--- src/rtl/uart_receiver.sv ---
// Oversampling UART receive path: 2-flop rx synchronizer, start-bit validation,
// mid-bit sampling and stop check. Define UART_RX_PARITY_EN for an even-parity bit.
module uart_receiver #(
  parameter int OVERSAMPLE = 16,
  parameter int DATA_BITS  = 8
) (
  input  logic                 CLKIN,
  input  logic                 RESET,
  input  logic                 clock_enable,
  input  logic                 rx,
  output logic [DATA_BITS-1:0] data,
  output logic                 valid,
  output logic                 framing_error,
`ifdef UART_RX_PARITY_EN
  output logic                 parity_error,
`endif
  output logic                 busy
);

  // state    | meaning
  // S_IDLE   | line idle; waiting for a high->low transition on a tick
  // S_START  | inside start bit; re-check line at its midpoint
  // S_DATA   | sampling payload bits mid-bit, LSB first
  // S_PARITY | sampling the even-parity bit (parity build only)
  // S_STOP   | sampling the stop bit; emit valid or an error pulse
  typedef enum logic [2:0] {
    S_IDLE,
    S_START,
    S_DATA,
`ifdef UART_RX_PARITY_EN
    S_PARITY,
`endif
    S_STOP
  } state_t;

  localparam int TW = $clog2(OVERSAMPLE);
  localparam int BW = $clog2(DATA_BITS + 1);
  localparam logic [TW-1:0] TICK_MID  = TW'(OVERSAMPLE / 2 - 1);
  localparam logic [TW-1:0] TICK_LAST = TW'(OVERSAMPLE - 1);
  localparam logic [BW-1:0] BIT_LAST  = BW'(DATA_BITS - 1);

  state_t                 state_q, state_d;
  logic                   sync1_q, sync2_q;
  logic [TW-1:0]          tick_q, tick_d;
  logic [BW-1:0]          bit_q, bit_d;
  logic [DATA_BITS-1:0]   shift_q, shift_d;
  logic [DATA_BITS-1:0]   data_q, data_d;
  logic                   valid_q, valid_d;
  logic                   ferr_q, ferr_d;
  logic                   armed_q, armed_d;
  logic                   rx_s;
`ifdef UART_RX_PARITY_EN
  logic                   perr_q, perr_d;
  logic                   par_bad_q, par_bad_d;
`endif

  // Synchronizer runs every CLKIN so the line is never sampled metastable.
  always_ff @(posedge CLKIN or posedge RESET) begin
    if (RESET) begin
      sync1_q <= 1'b1;
      sync2_q <= 1'b1;
    end else begin
      sync1_q <= rx;
      sync2_q <= sync1_q;
    end
  end

  assign rx_s = sync2_q;

  always_ff @(posedge CLKIN or posedge RESET) begin
    if (RESET) begin
      state_q   <= S_IDLE;
      tick_q    <= '0;
      bit_q     <= '0;
      shift_q   <= '0;
      data_q    <= '0;
      valid_q   <= 1'b0;
      ferr_q    <= 1'b0;
      armed_q   <= 1'b0;
`ifdef UART_RX_PARITY_EN
      perr_q    <= 1'b0;
      par_bad_q <= 1'b0;
`endif
    end else begin
      state_q   <= state_d;
      tick_q    <= tick_d;
      bit_q     <= bit_d;
      shift_q   <= shift_d;
      data_q    <= data_d;
      valid_q   <= valid_d;
      ferr_q    <= ferr_d;
      armed_q   <= armed_d;
`ifdef UART_RX_PARITY_EN
      perr_q    <= perr_d;
      par_bad_q <= par_bad_d;
`endif
    end
  end

  // Pulses default low every CLKIN so they stay one cycle wide whatever the tick rate.
  always_comb begin
    state_d   = state_q;
    tick_d    = tick_q;
    bit_d     = bit_q;
    shift_d   = shift_q;
    data_d    = data_q;
    valid_d   = 1'b0;
    ferr_d    = 1'b0;
    armed_d   = armed_q;
`ifdef UART_RX_PARITY_EN
    perr_d    = 1'b0;
    par_bad_d = par_bad_q;
`endif
    if (clock_enable) begin
      tick_d = (tick_q == TICK_LAST) ? '0 : tick_q + 1'b1;
      case (state_q)
        S_IDLE: begin
          tick_d = '0;
          // armed_q remembers a high sample, so a stuck-low line never starts a frame
          if (rx_s) begin
            armed_d = 1'b1;
          end else if (armed_q) begin
            armed_d = 1'b0;
            state_d = S_START;
          end
        end
        S_START: begin
          if (tick_q == TICK_MID) begin
            tick_d = '0;
            if (rx_s) begin
              state_d = S_IDLE;
            end else begin
              state_d = S_DATA;
              bit_d   = '0;
            end
          end
        end
        S_DATA: begin
          if (tick_q == TICK_LAST) begin
            shift_d = {rx_s, shift_q[DATA_BITS-1:1]};
            bit_d   = bit_q + 1'b1;
            if (bit_q == BIT_LAST) begin
`ifdef UART_RX_PARITY_EN
              state_d = S_PARITY;
`else
              state_d = S_STOP;
`endif
            end
          end
        end
`ifdef UART_RX_PARITY_EN
        S_PARITY: begin
          if (tick_q == TICK_LAST) begin
            par_bad_d = (^shift_q) ^ rx_s;
            state_d   = S_STOP;
          end
        end
`endif
        S_STOP: begin
          if (tick_q == TICK_LAST) begin
            state_d = S_IDLE;
            armed_d = rx_s;
            if (!rx_s) begin
              ferr_d = 1'b1;
`ifdef UART_RX_PARITY_EN
            end else if (par_bad_q) begin
              perr_d = 1'b1;
`endif
            end else begin
              data_d  = shift_q;
              valid_d = 1'b1;
            end
          end
        end
        default: state_d = S_IDLE;
      endcase
    end
  end

  assign data          = data_q;
  assign valid         = valid_q;
  assign framing_error = ferr_q;
  assign busy          = (state_q != S_IDLE);
`ifdef UART_RX_PARITY_EN
  assign parity_error  = perr_q;
`endif

endmodule

--- config.mk ---
export PLATFORM = sky130hd
export DESIGN_NAME = uart_receiver
export DESIGN_NICKNAME = d
export VERILOG_FILES = /design/src/rtl/uart_receiver.sv
export SDC_FILE = /design/constraint.sdc
export NUM_CORES = 1
export LEC_CHECK = 0
export ABC_CLOCK_PERIOD_IN_PS = 2800
export BUFFER_PORTS_ARGS = -buffer_cell sky130_fd_sc_hd__buf_2
export CAP_MARGIN = 20
export CORE_MARGIN = 2
export CORE_UTILIZATION = 40
export DETAILED_ROUTE_END_ITERATION = 12
export PLACE_DENSITY_LB_ADDON = 0.2
export SLEW_MARGIN = 30
export SYNTH_ARGS = -nofsm -noshare
export SYNTH_HDL_FRONTEND = slang
export SYNTH_SLANG_ARGS = --single-unit
--- constraint.sdc ---
create_clock -name CLKIN -period 2.8 [get_ports CLKIN]
set_clock_uncertainty 0.2 [all_clocks]
set_input_delay 0.56 -clock CLKIN [delete_from_list [all_inputs] [get_ports CLKIN]]
set_output_delay 0.56 -clock CLKIN [all_outputs]
set_load 0.01 [all_outputs]
---- Yosys cells after proc, flatten, opt, wreduce, memory -nomap -nowiden ----
Cells that the tools add are included.
storage, ports and cells
  input port bits ......................... 4
  output and inout bits ................... 11
  register bits ........................... 32
  logic and storage cells ................. 59
operators by class
  $add $sub $neg .......................... 2
  reduce and logical (&&, ||, !) cells .... 9
  eq/ne operators ......................... 13
  muxes and demuxes ....................... 25
operators by type and width
  kind                   count
  $mux W4                5
  $mux W3                6
  $pmux W4 S2            2
  $ne A2 B2 Y1 const B   7
  $pmux W3 S4            1
  $mux W1                9
  $add A4 B1 Y4 const B  2
  $eq A4 B3 Y1 const B   2
  $reduce_and A7 Y1      1
  $eq A3 B2 Y1 const B   2
  $reduce_and A3 Y1      2
  $reduce_and A5 Y1      1
  $eq A4 B4 Y1 const B   1
  $reduce_and A4 Y1      1
  $reduce_bool A2 Y1     2
  $eq A3 B1 Y1 const B   1
  $logic_not A3 Y1       1
  $reduce_bool A3 Y1     1
  $mux W2                1
  $pmux W1 S2            1

---- Longest topological paths before layout ----
  depth after elaboration ................. 4
  gate-level depth with buffers ........... 6
  depth with buffers taken out ............ 5

---- Worst setup path before layout ----
No wires, ideal clock.
  kind .................................... register to register
  start point ............................. register tick_q[0]
  end point ............................... register shift_q[0]
  buffers on the path ..................... 1
  data arrival time ....................... 1.415 ns
  setup time .............................. 0.125 ns
  data required time ...................... 2.475 ns
  setup slack ............................. 1.061 ns
  clock period less this slack ............ 1.739 ns
  stages on the path, launching flop included .. 6
  cell sequence ........................... dfrtp_1 ha_1 and3_2 and2_1 buf_4 mux2_2
between the ends
  longest elaborated chain between the ends .. 2
RTL lines
  item                                RTL line  text
  start: declaration                  44        logic [TW-1:0] tick_q, tick_d;
  start signal: assignment            86        tick_q <= tick_d;
  $eq A4 B4 Y1                        139       if (tick_q == TICK_LAST) begin
  $reduce_and A3 Y1 (no source line)  -
  end signal: assignment              88        shift_q <= shift_d;
  end: declaration                    46        logic [DATA_BITS-1:0] shift_q, shift_d;
No other way between the ends.
A chain may end at the register's enable or synchronous reset.

---- Worst setup path in the final report ----
  start point ............................. register state_q[0]
  end point ............................... output busy
between the ends
  longest elaborated chain between the ends .. 1
RTL lines
  item                      RTL line  text
  start: declaration        42        state_t state_q, state_d;
  start signal: assignment  85        state_q <= state_d;
  $reduce_bool A3 Y1        183       assign busy = (state_q != S_IDLE);
  end: declaration          17        output logic busy
No other way between the ends.

==> summary.txt <==
Timing
  • Relative slew slack: 54.5%
  • Hold Vio Cnt, Final: 0
  • RSZ-0062 raised after global routing: no
  • Peak Freq: roughly 0.46 GHz
  • Endpoints failing setup: 0
  • Tcrit/Tclk final: 77.5%
  • Post-route setup TNS: 0 ns
  • Least-Margin Pin Slew: a little under 0.7 ns
  • Final slew viol count: 0
  • Min Tclk post-route: 2.17 ns

Finish
  • Syn-to-layout area delta: 14.2%
  • Reg area: slightly below 800 sq um
  • Final net count: 139
  • Commonest non-fill, non-tap cells in the layout: dfrtp_1 (29), buf_2 (14), mux2_2 (11)
  • Share of cells above drive strength 1: 38.1%
  • Most common cell after layout, fill and taps aside: dfrtp_1
  • Ant. Diodes: 0
  • FILL cells: 312
  • Multi-input logic area: slightly below 600 sq um

CTS
  • CTS buffer count: 5
  • Clk sinks: 31
  • # H-tree levels: 2
  • Hold_buf cts: 0
  • CTS Buffer Depth: 2
  • Register clock-pin slew on the reported worst setup and hold paths: 0.10 ns
  • Clock latency on the worst-skew pair: 0.33 ns
  • Post-cts resize count: 0
  • CTS tree: done
  • Post-CTS setup buffers: 0
  • CTS root buffer: clkbuf_4

Synthesis
  • Syn_nets: between 100 and 150
  • Seq/Total Area, Yosys: 54.7%
  • Yosys cell types: 34
  • Post-synth EDFFs: 0
  • Post-Syn Area: 1420 sq um
  • Main synth FF type: dfrtp_1
  • Post-synthesis cell count: between 100 and 150
  • Yosys warnings: 0
  • Async set-reset flop share out of synthesis: 100%
  • #FFs+latches synth: 31
  • Syn Area/Cell: around 12 sq um

Floorplanning
  • Die area: 4050 sq um
  • Die width: about 64 microns
  • Die Y-Extent: approximately 64 microns
  • Core area: 3390 sq um
  • Boundary pin count: 15
  • Cell Rows: 21
  • Starting Density: 42.0%

Place
  • Detailed placement HPWL: 1700 microns
  • Routability congestion estimate: 0.810
  • Port bufs: 14

Routing
  • 1st-pass router iterations: 4
  • Drt drc: 0
  • Wirelength, routed: ~2400 microns
  • Vias: between 900 and 1000
  • Max Used Layer: met4
  • Metal1 wirelength: 1160 microns
  • Drt wl/cell: about 13 microns
  • Vias per inst: 5.17
  • Antenna-violating nets left: 0
  • Met3 wire len: 105 microns
  • Metal2 WL: approximately 1100 microns
  • DRT iter0 DRCs: 44

Worst setup path
  • Reg2reg start: tick_q[0]$_DFFE_PP0P_
  • Critical path class: reg -> out
  • Reg2reg setup slack: slightly below 0.8 ns
  • Worst setup SP type: flop
  • Critical Path Fanout Max: 14
  • R2R cell count: 4
  • WP data arrival: 1.41 ns
  • CP max stage cell: dfrtp_1
  • Critical Path Max Stage Delay: between 0.5 and 0.6 ns
  • WP data required: 2.04 ns
  • Crit path capture type: output port
  • Critical path cell sequence: nor2_1 -> inv_1 -> buf_2
  • FF-to-FF End: shift_q[0]$_DFFE_PP0P_

Power
  • Seq pwr share: 51.1%
  • Psw: roughly 0.35 mW
  • VDD IR max: roughly 0.00045 V
  • Clock power frac: 31.3%
  • Pleak: 0.815 nW
  • Switching Fraction: a little under a third
  • Pwr Density: 716 nW/um^2
  • Comb pwr share: 17.6%
  • Pwr Total: 1.16 mW
  • Internal Power: 0.810 mW

Global route
  • Largest net degree at the start of global routing: 20
  • First-pass GRT wire length: between 4000 and 5000 microns
  • Global route total overflow: 0
  • Total GRT Usage: 13.8%
  • Initial antenna violation count: 0
  • Vias in the first global route: around 890

Min path
  • Class of the worst hold path: in -> async

Status
  • Status: complete, no violations

Run
  • Maxcap violations: 0
==> synth_stat cells, types with 3 or more instances <==
cell	number	area share [%]
o31ai_1	4	2.1
inv_1	6	1.6
nand2_1	9	2.4
nor2_1	4	1.1
buf_2	3	1.1
o21ai_0	8	2.8
mux2_2	11	8.7
mux2_4	8	8.4
dfrtp_1	29	51
==> final cells by class <==
type	instances	share of cell area (%)
Clock inverter	2	2.15
Sequential cell	31	47.8
Inverter	6	1.38
Multi-Input combinational cell	73	36.7
Tap cell	46	3.54
Timing Repair Buffer	16	5.23
Clock buffer	6	3.15
==> per-stage QoR <==
step           cell area [sq um]  utilization (%)  hold slack, ns  setup slack, ns  instances
2_1_floorplan               1420                -           0.145             1.06        115
3_3_place_gp                1540             45.4           0.147            0.672        172
3_5_place_dp                1540             45.4           0.154            0.632        172
4_1_cts                     1630             48.0           0.113            0.627        180
5_1_grt                     1630             48.0           0.103            0.519        180
6_report                    1630             48.0           0.114            0.630        180
==> power by group through the flow <==
stage / Combinational, mW / Sequential, mW / Clock [mW]
2_1_floorplan: 0.216 / 0.547 / 0
3_3_place_gp: 0.203 / 0.603 / 0
3_5_place_dp: 0.208 / 0.604 / 0
4_1_cts: 0.208 / 0.594 / 0.376
5_1_grt: 0.237 / 0.610 / 0.402
6_report: 0.205 / 0.596 / 0.364
==> worst max-delay path, delay by kind of cell (launching register included) <==
family	cells	cell delay [ns]
flip-flops	1	0.54
AND/OR/NAND/NOR	1	0.33
buffers and inverters	2	0.20
==> routing by layer <==
| layer | GRT usage (%) | up-vias |
|---|---|---|
| met5 | 0 | - |
| met4 | 6.52 | 0 |
| met3 | 5.36 | 5 |
| met2 | 19.5 | 21 |
| met1 | 18.4 | 460 |
| li1 | - | 445 |
==> how the worst max path moves through the flow <==
stage,startpoint,endpoint,slack (ns),cells after the start
after detailed placement,clock_enable,shift_q[0]$_DFFE_PP0P_,0.63,4
after CTS,state_q[0]$_DFFE_PP0P_,busy,0.63,3
after global placement,clock_enable,shift_q[5]$_DFFE_PP0P_,0.67,4
final,state_q[0]$_DFFE_PP0P_,busy,0.63,3
after floorplan,tick_q[0]$_DFFE_PP0P_,shift_q[0]$_DFFE_PP0P_,1.06,5
after global routing,state_q[0]$_DFFE_PP0P_,busy,0.52,3
==> flip-flops by register name, summed over array words and instances, names as in the netlist <==
register,cells
tick_q,4
armed_q,1
bit_q,4
sync1_q,1
state_q,2
data,8
shift_q,8
framing_error,1
rx_s,1
valid,1
==> cell families (layout without fill, tap and decap cells) <==
group	Yosys count	in the layout	synth area share (%)
and+or+nand+nor	31	31	13.6
adders and majority gates	2	2	1.76
muxes	19	19	17.1
DFF	31	31	54.7
buffers and inverters	11	30	3.43
AOI/OAI and AO/OA	21	21	9.40
(Power assumes the default switching activity.)
